### src/rtl/ahb_sram_bridge_pkg.sv
// ahb_sram_bridge shared types and helpers.
// AHB transfer/size encodings and the byte-lane mask function.
package ahb_sram_pkg;

  typedef enum logic [1:0] {
    HT_IDLE   = 2'b00,
    HT_BUSY   = 2'b01,
    HT_NONSEQ = 2'b10,
    HT_SEQ    = 2'b11
  } htrans_e;

  typedef enum logic [2:0] {
    HS_BYTE = 3'd0,
    HS_HALF = 3'd1,
    HS_WORD = 3'd2
  } hsize_e;

  // Misaligned low address bits are simply ignored.
  function automatic logic [3:0] ahb_byte_mask(
    input logic [2:0] hsize,
    input logic [1:0] addr_lo
  );
    logic [3:0] m;
    case (hsize)
      3'd0:    m = 4'b0001 << addr_lo;
      3'd1:    m = addr_lo[1] ? 4'b1100 : 4'b0011;
      default: m = 4'b1111;
    endcase
    return m;
  endfunction

endpackage

### src/rtl/ahb_sram_bridge_if.sv
// ahb_sram_bridge bus interface.
// AHB-Lite slave side plus the SRAM macro port.
interface ahb_sram_bridge_if #(
  parameter int AW = 16
);
  logic          HSEL;
  logic          HREADY;
  logic [1:0]    HTRANS;
  logic [2:0]    HSIZE;
  logic          HWRITE;
  logic [31:0]   HADDR;
  logic [31:0]   HWDATA;
  logic          HREADYOUT;
  logic          HRESP;
  logic [31:0]   HRDATA;
  logic [31:0]   SRAMRDATA;
  logic [AW-1:0] SRAMADDR;
  logic [31:0]   SRAMWDATA;
  logic [3:0]    SRAMWEN;
  logic          SRAMCS;

  modport slave (
    input  HSEL, HREADY, HTRANS, HSIZE,
    input  HWRITE, HADDR, HWDATA, SRAMRDATA,
    output HREADYOUT, HRESP, HRDATA,
    output SRAMADDR, SRAMWDATA, SRAMWEN, SRAMCS
  );

  modport master (
    output HSEL, HREADY, HTRANS, HSIZE,
    output HWRITE, HADDR, HWDATA, SRAMRDATA,
    input  HREADYOUT, HRESP, HRDATA,
    input  SRAMADDR, SRAMWDATA, SRAMWEN, SRAMCS
  );
endinterface

### src/rtl/ahb_sram_bridge.sv
// ahb_sram_bridge: zero-wait AHB-Lite to SRAM front-end.
// One-entry write buffer drains on idle port cycles; reads merge it.
module ahb_sram_bridge #(
  parameter int AW = 16
) (
  input logic          HCLK,
  input logic          HRESETn,
  ahb_sram_bridge_if.slave bus
);
  import ahb_sram_pkg::*;

  logic          trans_ok;
  logic          rd_req;
  logic          wr_req;
  logic [AW-1:0] haddr_w;
  logic [3:0]    hmask;
  logic          hit;

  logic          wph_q, wph_d;
  logic [AW-1:0] buf_addr_q, buf_addr_d;
  logic [3:0]    buf_mask_q, buf_mask_d;
  logic [31:0]   buf_data_q, buf_data_d;
  logic          buf_pend_q, buf_pend_d;
  logic [3:0]    rd_hit_mask_q, rd_hit_mask_d;
  logic [AW-1:0] sram_addr_q, sram_addr_d;
  logic [31:0]   sram_wdata_q, sram_wdata_d;

  logic          sram_cs;
  logic [3:0]    sram_wen;
  logic [31:0]   hrdata;

  logic          unused_ok;
  assign unused_ok = ^{bus.HADDR[31:AW+2], bus.HTRANS[0]};

  assign trans_ok = bus.HSEL & bus.HREADY & bus.HTRANS[1];
  assign rd_req   = trans_ok & ~bus.HWRITE;
  assign wr_req   = trans_ok & bus.HWRITE;
  assign haddr_w  = bus.HADDR[AW+1:2];
  assign hmask    = ahb_byte_mask(bus.HSIZE, bus.HADDR[1:0]);
  assign hit      = (wph_q | buf_pend_q) & (haddr_w == buf_addr_q);

  // SRAM port arbitration: read, live write, drain, then hold.
  always_comb begin
    wph_d         = wr_req;
    buf_addr_d    = buf_addr_q;
    buf_mask_d    = buf_mask_q;
    buf_data_d    = buf_data_q;
    buf_pend_d    = buf_pend_q;
    rd_hit_mask_d = (rd_req & hit) ? buf_mask_q : 4'b0000;
    sram_cs       = 1'b0;
    sram_wen      = 4'b0000;
    sram_addr_d   = sram_addr_q;
    sram_wdata_d  = sram_wdata_q;
    if (wr_req) begin
      buf_addr_d = haddr_w;
      buf_mask_d = hmask;
    end
    if (rd_req) begin
      sram_cs     = 1'b1;
      sram_addr_d = haddr_w;
      if (wph_q) begin
        buf_data_d = bus.HWDATA;
        buf_pend_d = 1'b1;
      end
    end else if (wph_q) begin
      sram_cs      = 1'b1;
      sram_wen     = buf_mask_q;
      sram_addr_d  = buf_addr_q;
      sram_wdata_d = bus.HWDATA;
    end else if (buf_pend_q) begin
      sram_cs      = 1'b1;
      sram_wen     = buf_mask_q;
      sram_addr_d  = buf_addr_q;
      sram_wdata_d = buf_data_q;
      buf_pend_d   = 1'b0;
    end
  end

  // Read data: buffered bytes override stale SRAM bytes.
  always_comb begin
    hrdata = bus.SRAMRDATA;
    for (int i = 0; i < 4; i++) begin
      if (rd_hit_mask_q[i]) hrdata[8*i +: 8] = buf_data_q[8*i +: 8];
    end
  end

  // Bridge state and SRAM address/data hold registers.
  always_ff @(posedge HCLK or negedge HRESETn) begin
    if (!HRESETn) begin
      wph_q         <= 1'b0;
      buf_addr_q    <= '0;
      buf_mask_q    <= 4'b0000;
      buf_data_q    <= 32'h0;
      buf_pend_q    <= 1'b0;
      rd_hit_mask_q <= 4'b0000;
      sram_addr_q   <= '0;
      sram_wdata_q  <= 32'h0;
    end else begin
      wph_q         <= wph_d;
      buf_addr_q    <= buf_addr_d;
      buf_mask_q    <= buf_mask_d;
      buf_data_q    <= buf_data_d;
      buf_pend_q    <= buf_pend_d;
      rd_hit_mask_q <= rd_hit_mask_d;
      sram_addr_q   <= sram_addr_d;
      sram_wdata_q  <= sram_wdata_d;
    end
  end

  assign bus.HREADYOUT = 1'b1;
  assign bus.HRESP     = 1'b0;
  assign bus.HRDATA    = hrdata;
  assign bus.SRAMCS    = sram_cs;
  assign bus.SRAMWEN   = sram_wen;
  assign bus.SRAMADDR  = sram_addr_d;
  assign bus.SRAMWDATA = sram_wdata_d;

endmodule

### src/flat_wrapper.sv
// flat-port wrapper written by rule: the top's interface ports become plain ports
module ahb_sram_bridge_flat import ahb_sram_pkg::*;
#(
  parameter int AW = 16
)
  (HCLK, HRESETn, bus_HSEL, bus_HREADY, bus_HTRANS, bus_HSIZE, bus_HWRITE, bus_HADDR, bus_HWDATA, bus_SRAMRDATA, bus_HREADYOUT, bus_HRESP, bus_HRDATA, bus_SRAMADDR, bus_SRAMWDATA, bus_SRAMWEN, bus_SRAMCS);
  ahb_sram_bridge_if #(.AW(AW)) bus_i ();
  input logic HCLK;
  input logic HRESETn;
  input wire logic [$bits(bus_i.HSEL)-1:0] bus_HSEL;
  input wire logic [$bits(bus_i.HREADY)-1:0] bus_HREADY;
  input wire logic [$bits(bus_i.HTRANS)-1:0] bus_HTRANS;
  input wire logic [$bits(bus_i.HSIZE)-1:0] bus_HSIZE;
  input wire logic [$bits(bus_i.HWRITE)-1:0] bus_HWRITE;
  input wire logic [$bits(bus_i.HADDR)-1:0] bus_HADDR;
  input wire logic [$bits(bus_i.HWDATA)-1:0] bus_HWDATA;
  input wire logic [$bits(bus_i.SRAMRDATA)-1:0] bus_SRAMRDATA;
  output wire logic [$bits(bus_i.HREADYOUT)-1:0] bus_HREADYOUT;
  output wire logic [$bits(bus_i.HRESP)-1:0] bus_HRESP;
  output wire logic [$bits(bus_i.HRDATA)-1:0] bus_HRDATA;
  output wire logic [$bits(bus_i.SRAMADDR)-1:0] bus_SRAMADDR;
  output wire logic [$bits(bus_i.SRAMWDATA)-1:0] bus_SRAMWDATA;
  output wire logic [$bits(bus_i.SRAMWEN)-1:0] bus_SRAMWEN;
  output wire logic [$bits(bus_i.SRAMCS)-1:0] bus_SRAMCS;
  assign bus_i.HSEL = bus_HSEL;
  assign bus_i.HREADY = bus_HREADY;
  assign bus_i.HTRANS = bus_HTRANS;
  assign bus_i.HSIZE = bus_HSIZE;
  assign bus_i.HWRITE = bus_HWRITE;
  assign bus_i.HADDR = bus_HADDR;
  assign bus_i.HWDATA = bus_HWDATA;
  assign bus_i.SRAMRDATA = bus_SRAMRDATA;
  assign bus_HREADYOUT = bus_i.HREADYOUT;
  assign bus_HRESP = bus_i.HRESP;
  assign bus_HRDATA = bus_i.HRDATA;
  assign bus_SRAMADDR = bus_i.SRAMADDR;
  assign bus_SRAMWDATA = bus_i.SRAMWDATA;
  assign bus_SRAMWEN = bus_i.SRAMWEN;
  assign bus_SRAMCS = bus_i.SRAMCS;
  ahb_sram_bridge #(.AW(AW)) u_core (.HCLK(HCLK), .HRESETn(HRESETn), .bus(bus_i));
endmodule
### config.mk
export PLATFORM = sky130hd
export DESIGN_NAME = ahb_sram_bridge_flat
export DESIGN_NICKNAME = d
export VERILOG_FILES = /design/src/rtl/ahb_sram_bridge_pkg.sv /design/src/rtl/ahb_sram_bridge_if.sv /design/src/rtl/ahb_sram_bridge.sv /design/src/flat_wrapper.sv
export SDC_FILE = /design/constraint.sdc
export NUM_CORES = 1
export LEC_CHECK = 0
export BUFFER_PORTS_ARGS = -buffer_cell sky130_fd_sc_hd__buf_2
export CORE_ASPECT_RATIO = 1.75
export CORE_MARGIN = 2
export CORE_UTILIZATION = 50
export DETAILED_ROUTE_END_ITERATION = 10
export MAX_ROUTING_LAYER = met4
export PLACE_DENSITY = 0.87
export SYNTH_ARGS = -nofsm -noshare
export SYNTH_HDL_FRONTEND = slang
export SYNTH_SLANG_ARGS = --single-unit
### constraint.sdc
create_clock -name HCLK -period 2.05 [get_ports HCLK]
set_input_delay 0.205 -clock HCLK [delete_from_list [all_inputs] [get_ports HCLK]]
set_output_delay 0.205 -clock HCLK [all_outputs]
set_load 0.005 [all_outputs]
Word level (Yosys, flattened, before mapping)
Cells that the tools add are included.

Equality and inequality tests: 4. Shift operators: 1. Multiplexer cells: 22. Bitwise gates (word level): 8. Reduce and logical (&&, ||, !) cells: 3.

Operator list (number): 32-bit two-way mux (3); 16-bit two-way mux (3); 8-bit two-way mux (4); 4-bit two-way mux (5); 16-bit == test (1); 4-bit one-hot mux with 2 select lines (1); 1-bit AND (6); 1-bit two-way mux (6); 2-bit AND reduction (2); 1-bit by 2-bit << shifter with 4-bit output, first input constant (1); 3-bit by 1-bit == test with 1-bit output, second input constant (1); 3-bit logical NOT (1); 2-bit by 1-bit inequality test with 1-bit output, second input constant (1); 2-bit inequality test, second input constant (1); 1-bit inverter (1); 1-bit bitwise OR (1).

Register bits after elaboration: 106. Input port bits: 106. Output and inout port bits: 87. Logic and storage cells: 46.

Depth between registers and ports, before layout
Depth after elaboration: 5. Mapped depth: 7. Mapped depth without buffers: 5.

Least setup slack after synthesis
Ideal clock, no wire load.

Path type: input-to-reg. From: in bus_HWRITE. To: reg u_core.buf_data_q[10]. Library setup time: 125 ps. Arrival: 1526 ps. Data required time: 1925 ps. Slack: 399 ps. Stages on the path: 7. Path buffers: 3. Cell sequence: nand4b_2 > inv_2 > buf_8 > ha_1 > clkbuf_1 > buf_2 > mux2_2.

Word-level cells in the longest chain between the ends: 3.

Ends and longest elaborated chain: start, declared (line flat_wrapper.sv:14) `input wire logic [$bits(bus_i.HWRITE)-1:0] bus_HWRITE;`; 1-bit inverter (line ahb_sram_bridge.sv:36) `assign rd_req = trans_ok & ~bus.HWRITE;`; 1-bit AND (line ahb_sram_bridge.sv:36); 2-bit AND reduction (no line); end signal, assigned (line ahb_sram_bridge.sv:102) `buf_data_q <= buf_data_d;`; end, declared (line ahb_sram_bridge.sv:22) `logic [31:0] buf_data_q, buf_data_d;`.

No other way between the ends. A chain may end at the register's enable or synchronous reset.

Worst setup path after layout
From: reg u_core.wph_q. To: out bus_SRAMWDATA[16].

Word-level cells in the longest chain between the ends: 2.

Ends and longest elaborated chain: start, declared (line ahb_sram_bridge.sv:19) `logic wph_q, wph_d;`; start signal, assigned (line ahb_sram_bridge.sv:99) `wph_q <= wph_d;`; 32-bit two-way mux (line ahb_sram_bridge.sv:65) `end else if (wph_q) begin`; 32-bit two-way mux (line ahb_sram_bridge.sv:58) `if (rd_req) begin`; end, declared (line flat_wrapper.sv:22) `output wire logic [$bits(bus_i.SRAMWDATA)-1:0] bus_SRAMWDATA;`.

No other way between the ends.

==> results.json <==
{
  "status": "complete, no violations",
  "cp.required_ns": 1.85,
  "slew_violations": 0,
  "p_total_mw": 5.97,
  "cp-end-kind": "output port",
  "cts_buffer_depth": 2,
  "pre_cts_ws_ns": 0.326,
  "post_dp_cell_area_um2": 6310,
  "hold_viol_final": 0,
  "period_share": 0.939,
  "avgSynthCellArea_um2": 10.6,
  "dr.pass1.iters": 4,
  "peakVddDrop_uv": 656,
  "dp.cells": 775,
  "drc_errors": 0,
  "ant_nets": 0,
  "postSynth.asyncResetShare": 1.00,
  "synth-xor-area-share": 0.0182,
  "max_slew_margin": 0.641,
  "area_growth_pct": 25.9,
  "wl_um": 14200,
  "setup-violations-final": 0,
  "port-buffer-count": 175,
  "rows": 49,
  "gp_congestion": 0.826,
  "synth_ff_type": "dfrtp_1",
  "yosysSeqAreaShare": 0.502,
  "grt_max_degree": 66,
  "final_nets": 767,
  "grt_overflow": 0,
  "chipWidth_um": 81.7,
  "slowest_delay_ns": 0.44,
  "synthAdderAreaFrac": 0.00237,
  "fin_ws_ns": 0.126,
  "wl_per_cell_um": 17.9,
  "p_leak_nw": 3.37,
  "synth_compound_area_frac": 0.149,
  "worst_pin_slew_ns": 0.539,
  "yosysTopAreaCell": "dfrtp_1",
  "hold_slack_ns": 0.0961,
  "cts_made_buffers": 9,
  "synthTopCellsByArea": "dfrtp_1 50%, mux2_2 13%, a22oi_1 4.7%",
  "synth.mux.area_fraction": 0.167,
  "drv_cap": 0,
  "grt_pass1_vias": 4818,
  "grt_util_met3": 0.0496,
  "synth-simple-area-share": 0.120,
  "multi_input_area_um2": 2430,
  "finalClockSkew_ns": 0.00962,
  "critPathArrivalTime_ns": 1.72,
  "path_clk_slew_ns": 0.07,
  "via_per_inst": 5.72,
  "finalSetupTns_ns": 0,
  "finalNonFillerCells": 792,
  "use_met2": 0.452,
  "die-area_um2": 11400,
  "path_cells": "and2_1 -> buf_6 -> a22oi_1 -> o21ai_1 -> buf_2",
  "synth_nets": 605,
  "hold_path.class": "in2reg",
  "grt-busiest-layer": "met2",
  "boundaryPins": 193,
  "dpl.hpwl_um": 10200,
  "start_util": 0.513,
  "antenna_found_initial": 0,
  "clk_latency_ns": 0.34,
  "grt_pass1_wl_um": 22400,
  "area.sequential_um2": 2650,
  "cts_sinks": 106,
  "critPathMaxFanout": 30,
  "cts-root-buf": "clkbuf_16",
  "synth_top_area_frac": 0.502,
  "num_vias": 4531,
  "final_util": 0.646,
  "worst_setup_path_start_kind": "flop",
  "synth_warnings": 0,
  "cts_tree": "built",
  "syn_inst": 498,
  "synth.distinct_cells": 38,
  "criticalPathCategory": "reg2out",
  "drtIter0Drc": 221,
  "synth-edff-count": 0,
  "finalInstanceArea_um2": 6660,
  "rsz0062_at_grt": "no",
  "die-height_um": 140,
  "drive_gt1_frac": 0.415,
  "synth_top_family_by_area": "multiplexers",
  "fillerInstances": 811,
  "gr-usage-met1": 0.273,
  "n_antenna_cell": 0,
  "fin_crit_ns": 1.92,
  "power_density_nw_per_um2": 896,
  "fmax_ghz": 0.520,
  "gr-usage-all-layers": 0.259,
  "cts.htree.levels": 3,
  "netlist_area_um2": 5290,
  "core_area_um2": 10300,
  "critPathSlowestCell": "dfrtp_1",
  "ys_ff_latch": 106
}
critical path: cells and delay by family, from the launching register on:
family	cells	cell delay, ns
buffers and inverters	2	0.45
AND/OR/NAND/NOR	1	0.22
flip-flops	1	0.44
AO/OA/AOI/OAI	2	0.26
state kept, by name (all words and copies together) (netlist names):
| name | flops |
|---|---|
| u_core.sram_addr_q | 16 |
| u_core.wph_q | 1 |
| u_core.sram_wdata_q | 32 |
| u_core.buf_addr_q | 16 |
| u_core.rd_hit_mask_q | 4 |
| u_core.buf_mask_q | 4 |
| u_core.buf_data_q | 32 |
| u_core.buf_pend_q | 1 |
path summary, 6_finish.rpt:
path / start / depth (start not counted) / end / slack (ns)
max: u_core.wph_q$_DFF_PN0_ / 5 / bus_SRAMWDATA[16] / 0.13
min in group asynchronous: HRESETn / 2 / u_core.buf_addr_q[2]$_DFFE_PN0P_ / 0.37
max reg2reg: u_core.wph_q$_DFF_PN0_ / 4 / u_core.buf_data_q[15]$_DFFE_PN0P_ / 0.39
min: bus_HADDR[5] / 3 / u_core.buf_addr_q[3]$_DFFE_PN0P_ / 0.1
min reg2reg: u_core.buf_mask_q[2]$_DFFE_PN0P_ / 2 / u_core.buf_mask_q[2]$_DFFE_PN0P_ / 0.51
max in group asynchronous: HRESETn / 3 / u_core.sram_wdata_q[9]$_DFF_PN0_ / 0.99
timing repair:
item / in CTS / in global routing
buffers inserted: 0 / 0
hold buffers: 1 / 0
hold endpoints to repair: 40 / 0
gates resized for setup: 0 / 1
endpoints found under the setup margin: 0 / 30
final cells by class:
type,instances,share of cell area
inverter,7,0.00395
clock buffer,10,0.0359
multi-input combinational,345,0.365
timing repair buffer,191,0.158
tap,127,0.0239
sequential,106,0.399
clock inverter,6,0.0145
per-layer routing:
layer | up-vias | wire (um)
li1 | 2088 | -
met1 | 2233 | 5180
met2 | 174 | 7790
met3 | 36 | 742
met4 | 0 | 452
met5 | - | 0
synthesized netlist by cell type (all sizes together), types with 2 or more instances:
cell type  number
dfrtp         106
a22oi          33
a21boi          2
nand2          48
o21ai          41
mux2i          16
buf            19
mux2           64
xor2            9
conb            2
a21oi          19
nor4            6
xnor2           2
nand4           3
inv             7
clkbuf         21
nor2           19
a31oi          32
nor3b           4
a21o            2
nor2b          35
logic make-up (layout without fill, tap and decap cells):
family | after synthesis | after routing
other | 2 | 2
DFF | 106 | 106
buffers and inverters | 47 | 214
AOI/OAI and AO/OA | 130 | 130
xor gates and xnor gates | 11 | 11
and+or+nand+nor | 121 | 121
adders and majority gates | 1 | 1
muxes | 80 | 80
cells in the final DEF (no fill, tap or decap), types with 2 or more instances in the layout:
master,netlist,layout
a22oi_1,33,33
inv_1,5,5
nor2_1,18,18
nor2b_1,35,35
mux2_2,61,61
buf_4,4,11
buf_2,11,174
o21ai_0,4,4
nor4_1,4,4
conb_1,2,2
bufinv_16,0,2
clkbuf_16,0,9
nand2_1,48,48
buf_12,0,4
a21o_1,2,2
mux2i_1,16,16
nand4_1,3,3
xnor2_1,2,2
dfrtp_1,106,105
o21ai_1,37,37
xor2_1,9,9
inv_2,2,2
nor3b_1,4,4
a21boi_0,2,2
a21oi_1,19,19
mux2_1,3,3
a31oi_1,32,32
power breakdown:
part	internal [mW]	total (mW)	switching, mW
combinational	0.684	1.37	0.690
sequential	2.48	2.71	0.227
clock	1.12	1.89	0.768
Power figures use the tool's default switching activity.
